**config.mk**
```make
export PLATFORM = sky130hd
export DESIGN_NAME = register_serializer
export DESIGN_NICKNAME = d
export VERILOG_FILES = /design/src/rtl/register_serializer.sv
export SDC_FILE = /design/constraint.sdc
export NUM_CORES = 1
export LEC_CHECK = 0
export BUFFER_PORTS_ARGS = -buffer_cell sky130_fd_sc_hd__clkbuf_2
export CAP_MARGIN = 30
export CORE_AREA = 2 2 51 43
export CTS_CLUSTER_SIZE = 30
export DETAILED_ROUTE_END_ITERATION = 6
export DIE_AREA = 0 0 53 45
export PLACE_DENSITY = 0.62
export SLEW_MARGIN = 25
export SYNTH_ARGS = -nofsm -noshare
export SYNTH_HDL_FRONTEND = slang
export SYNTH_SLANG_ARGS = --single-unit
```
**constraint.sdc**
```tcl
create_clock -name clk -period 3.2 [get_ports clk]
set_clock_uncertainty 0.2 [all_clocks]
set_input_delay 0.32 -clock clk [delete_from_list [all_inputs] [get_ports clk]]
set_output_delay 0.32 -clock clk [all_outputs]
set_load 0.03 [all_outputs]
```
**src/rtl/register_serializer.sv**
```systemverilog
// Parallel-to-serial readout stage: takes one word over a load handshake and
// shifts it out one bit per serial handshake, pulsing done after the last bit.
module register_serializer #(
  parameter int BUS_WIDTH = 8,
  parameter bit MSB_FIRST = 1'b1
) (
  input  logic                 clk,
  input  logic                 rst_n,
  input  logic [BUS_WIDTH-1:0] load_data,
  input  logic                 load_valid,
  output logic                 load_ready,
  output logic                 ser_out,
  output logic                 ser_valid,
  input  logic                 ser_ready,
  output logic                 done
);

  localparam int CNT_W = $clog2(BUS_WIDTH);
  localparam logic [CNT_W-1:0] CNT_LAST = CNT_W'(BUS_WIDTH - 1);

  typedef enum logic {
    IDLE  = 1'b0,
    SHIFT = 1'b1
  } state_e;

  state_e               state_q, state_d;
  logic [BUS_WIDTH-1:0] shreg_q, shreg_d;
  logic [CNT_W-1:0]     cnt_q, cnt_d;
  logic                 done_q, done_d;
  logic                 ser_out_q, ser_out_d;
  logic                 ser_valid_q, ser_valid_d;
  logic                 load_ready_q, load_ready_d;

  // Bit presented at the output end of a word.
  function automatic logic out_bit(input logic [BUS_WIDTH-1:0] w);
    if (MSB_FIRST) begin
      return w[BUS_WIDTH-1];
    end else begin
      return w[0];
    end
  endfunction

  // Move the word one place toward the output end, zero filling behind it.
  function automatic logic [BUS_WIDTH-1:0] shift_word(input logic [BUS_WIDTH-1:0] w);
    if (MSB_FIRST) begin
      return {w[BUS_WIDTH-2:0], 1'b0};
    end else begin
      return {1'b0, w[BUS_WIDTH-1:1]};
    end
  endfunction

  // Next-state and next-output computation for the load/shift sequence.
  always_comb begin
    state_d      = state_q;
    shreg_d      = shreg_q;
    cnt_d        = cnt_q;
    done_d       = 1'b0;
    ser_out_d    = ser_out_q;
    ser_valid_d  = ser_valid_q;
    load_ready_d = load_ready_q;
    case (state_q)
      IDLE: begin
        if (load_valid && load_ready_q) begin
          state_d      = SHIFT;
          shreg_d      = load_data;
          cnt_d        = {CNT_W{1'b0}};
          ser_out_d    = out_bit(load_data);
          ser_valid_d  = 1'b1;
          load_ready_d = 1'b0;
        end else begin
          ser_out_d    = 1'b0;
          ser_valid_d  = 1'b0;
          load_ready_d = 1'b1;
        end
      end
      SHIFT: begin
        // Outputs only move on an accepted transfer, so a stall holds ser_out.
        if (ser_valid_q && ser_ready) begin
          shreg_d = shift_word(shreg_q);
          if (cnt_q == CNT_LAST) begin
            state_d      = IDLE;
            cnt_d        = {CNT_W{1'b0}};
            done_d       = 1'b1;
            ser_out_d    = 1'b0;
            ser_valid_d  = 1'b0;
            load_ready_d = 1'b1;
          end else begin
            cnt_d     = cnt_q + CNT_W'(1);
            ser_out_d = out_bit(shift_word(shreg_q));
          end
        end else begin
          shreg_d = shreg_q;
          cnt_d   = cnt_q;
        end
      end
      default: begin
        state_d      = IDLE;
        shreg_d      = {BUS_WIDTH{1'b0}};
        cnt_d        = {CNT_W{1'b0}};
        ser_out_d    = 1'b0;
        ser_valid_d  = 1'b0;
        load_ready_d = 1'b1;
      end
    endcase
  end

  // State, datapath and registered handshake outputs.
  always_ff @(posedge clk or negedge rst_n) begin
    if (!rst_n) begin
      state_q      <= IDLE;
      shreg_q      <= {BUS_WIDTH{1'b0}};
      cnt_q        <= {CNT_W{1'b0}};
      done_q       <= 1'b0;
      ser_out_q    <= 1'b0;
      ser_valid_q  <= 1'b0;
      load_ready_q <= 1'b1;
    end else begin
      state_q      <= state_d;
      shreg_q      <= shreg_d;
      cnt_q        <= cnt_d;
      done_q       <= done_d;
      ser_out_q    <= ser_out_d;
      ser_valid_q  <= ser_valid_d;
      load_ready_q <= load_ready_d;
    end
  end

  assign load_ready = load_ready_q;
  assign ser_out    = ser_out_q;
  assign ser_valid  = ser_valid_q;
  assign done       = done_q;

endmodule

```
==> results of run 1 <==
final cells by class:
type / instances / area [sq um]
clock buffers: 3 / 22.5
multi-input cells: 45 / 310
flip-flops and latches: 15 / 377
repair buffers: 16 / 85.1
well taps: 24 / 30.0
fillers: 204 / 1000
clock inverters: 1 / 5.00
inverters: 2 / 7.51
cells in the mapped netlist, drive strengths merged:
master	n
a21o	2
a21oi	6
a22o	2
a31o	1
a31oi	1
a32oi	1
and2	1
and3	1
and3b	1
buf	5
dfrtp	14
dfstp	1
ha	3
inv	2
mux2i	7
nand2	4
nand3	3
nor2	1
nor2b	1
nor3	6
nor4b	1
o21ai	2
or2	1
kinds of logic (layout without fill, tap and decap cells):
| family | Yosys count | after routing | synth area share (%) |
|---|---|---|---|
| flip-flops | 15 | 15 | 52.2 |
| adder cells (fa/ha/maj) | 3 | 3 | 5.20 |
| AND/OR/NAND/NOR | 20 | 20 | 14.7 |
| multiplexers | 7 | 7 | 9.71 |
| AO/OA/AOI/OAI | 15 | 15 | 13.3 |
| buffers and inverters | 7 | 22 | 4.85 |
sequential cells by signal, indices dropped and copies added (netlist names):
register    count
cnt_q           3
done            1
load_ready      1
ser_out         1
ser_valid       1
shreg_q         7
state_q         1
cells in the final DEF, fill, tap and decap left out:
| master | instances |
|---|---|
| clkbuf_2 | 15 |
| dfrtp_1 | 14 |
| mux2i_1 | 7 |
| nor3_1 | 6 |
| a21oi_1 | 6 |
| nand2_1 | 4 |
| nand3_1 | 3 |
| ha_1 | 3 |
| clkbuf_4 | 3 |
| a21o_1 | 2 |
| inv_1 | 2 |
| o21ai_0 | 2 |
| a22o_1 | 2 |
| and3b_1 | 1 |
| and3_1 | 1 |
| and2_1 | 1 |
| nor2_1 | 1 |
| nor4b_1 | 1 |
| or2_0 | 1 |
| nor2b_1 | 1 |
| a32oi_1 | 1 |
| a31o_2 | 1 |
| a31oi_1 | 1 |
| clkinv_2 | 1 |
| dlygate4sd3_1 | 1 |
| dfstp_2 | 1 |
repair_timing:
action                                  in CTS  in global routing
endpoints found under the hold margin       14                  0
hold buffers                                 1                  0
endpoints found under the setup margin       0                  0
metrics by stage:
step	setup slack [ns]	std cells
6_report	1.23	106
5_1_grt	1.10	106
4_1_cts	1.20	106
3_5_place_dp	1.25	101
3_3_place_gp	1.30	101
2_1_floorplan	1.72	67
worst min-delay path, cell delays in order:
cell,delay [ns]
clkbuf_2,0.08
nand2_1,0.05
a32oi_1,0.04
power by group through the flow:
stage          logic (mW)  clock network [mW]  registers [mW]
2_1_floorplan       0.224                   0           0.342
3_3_place_gp        0.272                   0           0.345
3_5_place_dp        0.276                   0           0.347
4_1_cts             0.279               0.113           0.344
5_1_grt             0.313               0.123           0.358
6_report            0.273               0.107           0.344
per-layer routing:
metal	global-route usage [%]	wire [um]	vias up
met3	5.96	73	0
li1	-	-	270
met2	19.5	586	13
met1	18.6	650	245
met5	0	0	-
met4	3.08	0	0
worst paths after layout:
check                      slack, ns  cells past startpoint         start         end
setup / recovery                1.23                      3       state_q  shreg_q[5]
hold / removal                  0.03                      3  load_data[7]     ser_out
setup reg to reg                1.23                      3       state_q  shreg_q[5]
hold reg to reg                 0.31                      2    load_ready  load_ready
max in group asynchronous       2.22                      2         rst_n  load_ready
min in group asynchronous       0.27                      2         rst_n   ser_valid
==> out/metrics.csv, run 1 <==
metric,value,unit
status,"complete, no violations",
final_area,837,sq um
wl_per_cell,12.4,um
cts_resized,0,
numPortBuffers,15,
drt_first_pass_iters,4,
synthDominantCellAreaShare,48.5,%
syn_nets,82,
crit_buf_inv,0,
grt_start_max_net_pins,17,
gp_congestion,0.778,
final_layout_size_suffix_gt1_share,25.6,%
p_comb_share,37.7,%
cts_setup_buffers,0,
cp-start-kind,flop,
path_cells,"and3_1, or2_0, a21oi_1",
post_dp_cell_area,800,sq um
clock_path_buffers,2,
clockPowerShare,14.8,%
maxCapViolCount,0,
path_clk_slew,0.09,ns
die-height,45,um
tns,0,ns
num-nets-final,98,
h-tree-depth,1,
io_pins,16,
grt_pass1_wl,2260,um
worst_pin_slew,0.554,ns
irDropWorstVdd,0.338,mV
clkLatencyLatePin,0.28,ns
core,1840,sq um
fin_crit_sh,61.6,%
crit_family,simple AND/OR/NAND/NOR gates,
gr-usage-all-layers,13.4,%
area_growth,15.9,%
cts_inserted_buffers,3,
fin_crit,1.97,ns
die_x,53,um
antenna_left,0,
slew_violations,0,
cts_tree,done,
relSlewSlack,63.1,%
dr.first_iter.drc_count,9,
cts_root_buffer,clkbuf_4,
hold_class,input port to flop,
vias_per_cell,4.98,
wl,1310,um
path_max_fanout,16,
arrival,1.92,ns
fin_hold_ws,0.0314,ns
crit_path_end_kind,flop,
syn_area_per_cell,10.8,sq um
netlist_instances,67,
fp-row-count,14,
cts_sinks,15,
post-route-drc-count,0,
fmax,0.507,GHz
powerDensity,866,nW/um^2
p_sw,0.280,mW
rsz0062_at_grt,no,
ys_ff_latch,15,
grt_overflow_total,0,
power.total,0.725,mW
synth_warnings,0,
start_util,39.3,%
swShare,38.6,%
ys_types,24,
final_core_util,45.5,%
hpwlAfterDp,975,um
slowest_delay,0.70,ns
grt_pass1_vias,537,
yosysSeqAreaShare,52.2,%
seqPwrFrac,47.5,%
worstPathRequired,3.15,ns
crit_path_top_delay_cell,dfrtp_1,
path_class,flop to flop,
p_int,0.445,mW
synth_top_area_cell,dfrtp_1,
synth_area,722,sq um
via_count,528,
antenna_found_initial,0,
hold_viol_final,0,
netlist_top_cells_area,"dfrtp_1, mux2i_1, ha_1",
die_area,2390,sq um
diodes,0,
setup_violations,0,
power.leakage,0.442,nW
(Power assumes the default switching activity.)
==> inputs of run 2 (changes only) <==
--- a/config.mk
+++ b/config.mk
@@ -5,13 +5,14 @@
 export SDC_FILE = /design/constraint.sdc
 export NUM_CORES = 1
 export LEC_CHECK = 0
+export ABC_AREA = 1
 export BUFFER_PORTS_ARGS = -buffer_cell sky130_fd_sc_hd__clkbuf_2
 export CAP_MARGIN = 30
-export CORE_AREA = 2 2 51 43
+export CORE_AREA = 2 2 52 45
 export CTS_CLUSTER_SIZE = 30
 export DETAILED_ROUTE_END_ITERATION = 6
-export DIE_AREA = 0 0 53 45
-export PLACE_DENSITY = 0.62
+export DIE_AREA = 0 0 54 47
+export PLACE_DENSITY = 0.61
 export SLEW_MARGIN = 25
 export SYNTH_ARGS = -nofsm -noshare
 export SYNTH_HDL_FRONTEND = slang
==> constraint.sdc (replaced) <==
create_clock -name clk -period 2.05 [get_ports clk]
set_clock_uncertainty 0.2 [all_clocks]
set_input_delay 0.205 -clock clk [delete_from_list [all_inputs] [get_ports clk]]
set_output_delay 0.205 -clock clk [all_outputs]
set_load 0.03 [all_outputs]
==> run 2 against run 1 <==
Compared with the run above:
- final cell count is 33% higher
- worst setup slack worse by 0.82 ns
- non-clock buffer count up 3
- count of clock-buffer cells in the layout unchanged
- synthesized area rose by 6.2%
- wire length grew 17%
- sequential power rose by 53%
- core utilization down 0.76 points
- worst hold slack got worse by 0.020 ns
==> out/metrics.csv, run 2 <==
metric,value,unit
status,"complete, no violations",
setup_slack,0.408,ns
diodes,0,
timing.rr.end,shreg_q[5],
synth_area,767,sq um
vias_per_cell,4.64,
dr.first_iter.drc_count,16,
wl_per_cell,10.9,um
path_max_fanout,13,
rr_worst_depth,4,
fill_cells,217,
cp-start-kind,flop,
cpMostUsedCell,nand2_1,
core,2030,sq um
via_count,654,
antenna_found_initial,0,
arrival,1.67,ns
r2r_setup_slack,0.41,ns
dp_slack,0.456,ns
final_layout_size_suffix_gt1_share,19.8,%
clkLatencyLatePin,0.29,ns
slowest_delay,0.59,ns
start_util,37.8,%
fmax,0.609,GHz
r2r-start,state_q,
path_clk_slew,0.10,ns
gp_congestion,0.773,
io_pins,16,
gr-usage-all-layers,14.4,%
powerDensity,1260,nW/um^2
crit_path_top_delay_cell,dfrtp_1,
setup_violations,0,
grt_overflow_total,0,
power.leakage,0.532,nW
cts_root_buffer,clkbuf_4,
synth_edf_count,0,
postSynth.asyncResetShare,100,%
cts_sinks,15,
final_common_cell,nand2_1,
hold_depth,5,
synth_warnings,0,
hpwlAfterDp,1110,um
clock_path_buffers,2,
hold_start,load_data[4],
grt_pass1_wl,2470,um
syn_nets,111,
grt_start_max_net_pins,16,
worst_pin_slew,0.395,ns
synthDominantCellAreaShare,45.7,%
synth_common_cells,"nand2_1, dfrtp_1, nand3_1, nor2_1, inv_1",
regMostFlops,shreg_q,
wl,1530,um
syn_area_per_cell,7.99,sq um
maxCapViolCount,0,
ff_latch_area,377,sq um
worstPathRequired,2.08,ns
ys_ff_latch,15,
top_regs,"shreg_q: 7 flops, cnt_q: 3 flops",
antenna_left,0,
yosysSeqAreaShare,49.1,%
final_core_util,44.8,%
tns,0,ns
hold_viol_final,0,
final_cell_mix,"nand2_1, clkbuf_2, dfrtp_1",
rsz0062_at_grt,no,
slew_violations,0,
hold_class,input port to flop,
h-tree-depth,1,
busiest_layer,met2,
dpl.cell_count,133,
netlist_top_cells_area,"dfrtp_1, nand2_1, nand3_1",
cts_setup_buffers,0,
relSlewSlack,73.6,%
cts_tree,done,
post-route-drc-count,0,
grtUsageMet2,19.8,%
synth_top_area_cell,dfrtp_1,
fin_crit_sh,80.1,%
drt_first_pass_iters,4,
synth_most_common_cell,nand2_1,
irDropWorstVdd,0.617,mV
num-nets-final,132,
ys_types,12,
die_x,54,um
crit_path_end_kind,flop,
die_area,2540,sq um
fp-row-count,15,
fin_hold_ws,0.0118,ns
area_growth,18.3,%
grt_use_met1,19.6,%
grt_pass1_vias,539,
numPortBuffers,15,
holdPathEnd,shreg_q[4],
largest_reg_flops,7,
multi_input_area,338,sq um
grtUsageMet3,6.69,%
path_cells,"nand3_2, nand2_1, nand2_1, nand2_1",
fin_crit,1.64,ns
ys.flop_type,dfrtp_1,
cts_inserted_buffers,3,
path_class,flop to flop,
die-height,47,um
stdcell_count,141,
netlist_instances,96,
[run 2: cell count changes in the layout (fill, tap and decap cells not counted), moves of 2 or more]
cell / previous run / this run
a21oi_1: 6 / 0
a22o_1: 2 / 0
nor2_1: 1 / 6
nor3_1: 6 / 0
a21o_1: 2 / 0
mux2i_1: 7 / 0
dlygate4sd3_1: 1 / 4
nand2_1: 4 / 48
nand3_1: 3 / 12
inv_1: 2 / 4
[run 2: cell type report]
type	count	share of cell area (%)
clock buffer	3	2.48
clock inverter	1	0.552
inverter	5	2.07
multi-input combinational	73	37.2
sequential	15	41.5
tap	25	3.45
timing repair buffer	19	12.7
[run 2: per-layer routing]
| layer | vias to the layer above | share of wire, % |
|---|---|---|
| li1 | 340 | - |
| met2 | 12 | 42 |
| met1 | 300 | 51 |
| met5 | - | 0 |
| met4 | 0 | 0.98 |
| met3 | 2 | 5.5 |
[run 2: worst max-delay path: cells and delay by family, from the launching register on]
kind | cells | cell delay, ns
and+or+nand+nor | 4 | 0.78
DFF | 1 | 0.59
[run 2: how the worst max path moves through the flow]
stage	start	end	slack [ns]	cells after the start
2_1_floorplan	cnt_q[0]	load_ready	0.72	7
3_3_place_gp	state_q	shreg_q[6]	0.51	4
3_5_place_dp	state_q	shreg_q[6]	0.46	4
4_1_cts	state_q	shreg_q[6]	0.42	4
5_1_grt	state_q	shreg_q[6]	0.26	4
6_report	state_q	shreg_q[5]	0.41	4
[run 2: cells by family (layout without fill, tap and decap cells)]
logic type      Yosys count  after routing  share of synthesized area, %
simple gates             68             68                          37.8
flops                    15             15                          49.1
buf+inv                   8             28                          6.85
fa+ha+maj                 3              3                          4.89
compound gates            2              2                          1.31
[run 2: metrics by stage]
stage               power [mW]  area (sq um)
floorplan                0.875           767
global placement         0.964           840
detailed placement       0.971           840
CTS                       1.16           907
global route              1.25           907
finish                    1.14           907
[run 2: timing repair]
item / in CTS / in global routing
setup endpoints to repair: 0 / 0
hold buffers: 4 / 0
gates resized for setup: 0 / 0
endpoints found under the hold margin: 18 / 0
[run 2: power by group]
group / switching (mW) / total (mW) / internal, mW
clock: 0.0977 / 0.170 / 0.0726
combinational: 0.282 / 0.443 / 0.161
sequential: 0.105 / 0.526 / 0.420
total: 0.485 / 1.14 / 0.653
==> inputs of run 3 (changes only) <==
--- a/config.mk
+++ b/config.mk
@@ -12,7 +12,7 @@
 export CTS_CLUSTER_SIZE = 30
 export DETAILED_ROUTE_END_ITERATION = 6
 export DIE_AREA = 0 0 54 47
-export PLACE_DENSITY = 0.61
+export PLACE_DENSITY = 0.64
 export SLEW_MARGIN = 25
 export SYNTH_ARGS = -nofsm -noshare
 export SYNTH_HDL_FRONTEND = slang
==> constraint.sdc (replaced) <==
create_clock -name clk -period 1.4 [get_ports clk]
set_clock_uncertainty 0.2 [all_clocks]
set_input_delay 0.14 -clock clk [delete_from_list [all_inputs] [get_ports clk]]
set_output_delay 0.14 -clock clk [all_outputs]
set_load 0.03 [all_outputs]
==> run 3 against run 2 <==
Compared with the run above:
- critical path type is now flop to output pin
- core utilization rose by 6.6 points
- die area did not move
- count of clock-buffer cells in the layout rose by 1
- via count rose by 7.8%
- power rose by 60%
- global-route usage rose by 0.21 points
==> out/metrics.csv, run 3 (same netlist as run 2, synthesis figures left out) <==
metric,value,unit
status,"complete, no violations",
grt_pass1_wl,2570,um
irDropWorstVdd,0.924,mV
gp_congestion,0.761,
hpwlAfterDp,1160,um
cts_inserted_buffers,3,
maxCapViolCount,0,
multi_input_area,358,sq um
regMostFlops,shreg_q,
hold_start,load_valid,
clock_path_buffers,2,
crit_family,flip-flops,
dr.first_iter.drc_count,13,
rr_worst_depth,7,
relSlewSlack,74.4,%
via_count,705,
final_common_cell,nand2_1,
final_layout_size_suffix_gt1_share,26.6,%
final_cell_mix,"nand2_1, clkbuf_2, dfrtp_1",
post-route-drc-count,0,
die_area,2540,sq um
r2r_setup_slack,0.05,ns
cp-start-kind,flop,
fin_crit,1.36,ns
cts_root_buffer,clkbuf_4,
diodes,0,
grt_use_met1,18.1,%
grt_overflow_total,0,
stdcell_count,153,
p_comb_share,45.2,%
p_int,1.08,mW
io_pins,16,
antenna_left,0,
crit_path_end_kind,output pin,
crit_path_top_delay_cell,dfstp_2,
fill_cells,190,
numPortBuffers,15,
post_dp_cell_area,877,sq um
crit_start,load_ready,
antenna_found_initial,0,
rsz0062_at_grt,yes,
power.leakage,0.581,nW
start_util,37.8,%
grt_start_max_net_pins,16,
slowest_delay,0.58,ns
hold_class,input port to flop,
grt_pass1_vias,629,
h-tree-depth,1,
grtUsageMet3,5.73,%
path_class,flop to output pin,
ff_latch_area,378,sq um
area_growth,35.7,%
fp-row-count,15,
worstPathRequired,1.06,ns
hold_viol_final,0,
arrival,1.02,ns
die_x,54,um
r2r-start,cnt_q[1],
path_max_fanout,3,
timing.rr.end,cnt_q[0],
worst_pin_slew,0.384,ns
holdPathEnd,shreg_q[0],
slew_violations,0,
seqPwrFrac,41.5,%
path_clk_slew,0.09,ns
crit_buf_inv,1,
grtUsageMet2,23.4,%
setup_violations,0,
hold_depth,4,
clkLatencyLatePin,0.28,ns
p_sw,0.746,mW
tns,0,ns
vias_per_cell,4.61,
fin_crit_sh,97.4,%
powerDensity,1750,nW/um^2
drt_first_pass_iters,4,
cts_tree,done,
die-height,47,um
busiest_layer,met2,
dpl.cell_count,138,
fmax,0.733,GHz
wl_per_cell,10.8,um
gr-usage-all-layers,14.6,%
core,2030,sq um
cts_sinks,15,
num-nets-final,144,
largest_reg_flops,7,
top_regs,"shreg_q: 7 flops, cnt_q: 3 flops",
wl,1650,um
path_cells,clkbuf_8,
clockPowerShare,13.3,%
swShare,40.9,%
final_area,1040,sq um
run 3: cell count changes in the layout (fill, tap and decap cells not counted), sizes merged:
cell	change
clkbuf	+1
buf	+6
dlygate4sd3	+6
clkinv	-1
run 3: cell type report:
| cell class | instances | share of cell area, % |
|---|---|---|
| Clock buffer | 4 | 2.52 |
| Timing Repair Buffer | 31 | 22.0 |
| Sequential cell | 15 | 36.3 |
| Inverter | 5 | 1.80 |
| Tap cell | 25 | 3.00 |
| Multi-Input combinational cell | 73 | 34.4 |
run 3: worst reg2reg max path: stages, from the launching register on:
cell and delay, ns:
dfrtp_1 0.39, ha_2 0.21, ha_4 0.16, inv_2 0.05, nand2_2 0.05, nor2_2 0.10
nand2_1 0.06, nand2_1 0.07
run 3: layer usage:
layer | part of all wire, % | routed length (um)
met1 | 47 | 768
met2 | 46 | 761
met3 | 7.2 | 118
met4 | 0 | 0
met5 | 0 | 0
run 3: how the worst max path moves through the flow:
stage,end,cells after the start
6_report,load_ready,1
5_1_grt,cnt_q[0],7
4_1_cts,load_ready,1
3_5_place_dp,load_ready,7
3_3_place_gp,load_ready,7
2_1_floorplan,load_ready,7
run 3: power by group through the flow:
stage	clock network, mW	registers, mW	logic (mW)
6_report	0.243	0.756	0.824
5_1_grt	0.285	0.778	0.936
4_1_cts	0.256	0.752	0.783
3_5_place_dp	0	0.757	0.734
3_3_place_gp	0	0.751	0.724
2_1_floorplan	0	0.821	0.460
run 3: what timing repair did:
action	CTS	global route
gates resized for setup	3	6
hold buffers	10	0
setup endpoints to repair	2	8
setup buffers	0	1
hold endpoints to repair	24	0
pin swaps	1	3
run 3: stage by stage:
| step | hold slack, ns | util [%] | setup slack (ns) | power (mW) |
|---|---|---|---|---|
| 2_1_floorplan | -0.356 | - | 0.0678 | 1.28 |
| 3_3_place_gp | -0.118 | 43.3 | 0.0450 | 1.48 |
| 3_5_place_dp | -0.118 | 43.3 | -0.00193 | 1.49 |
| 4_1_cts | 0.0153 | 50.1 | 0.00910 | 1.79 |
| 5_1_grt | 0.0282 | 51.4 | -0.0295 | 2.00 |
| 6_report | 0.0173 | 51.4 | 0.0358 | 1.82 |
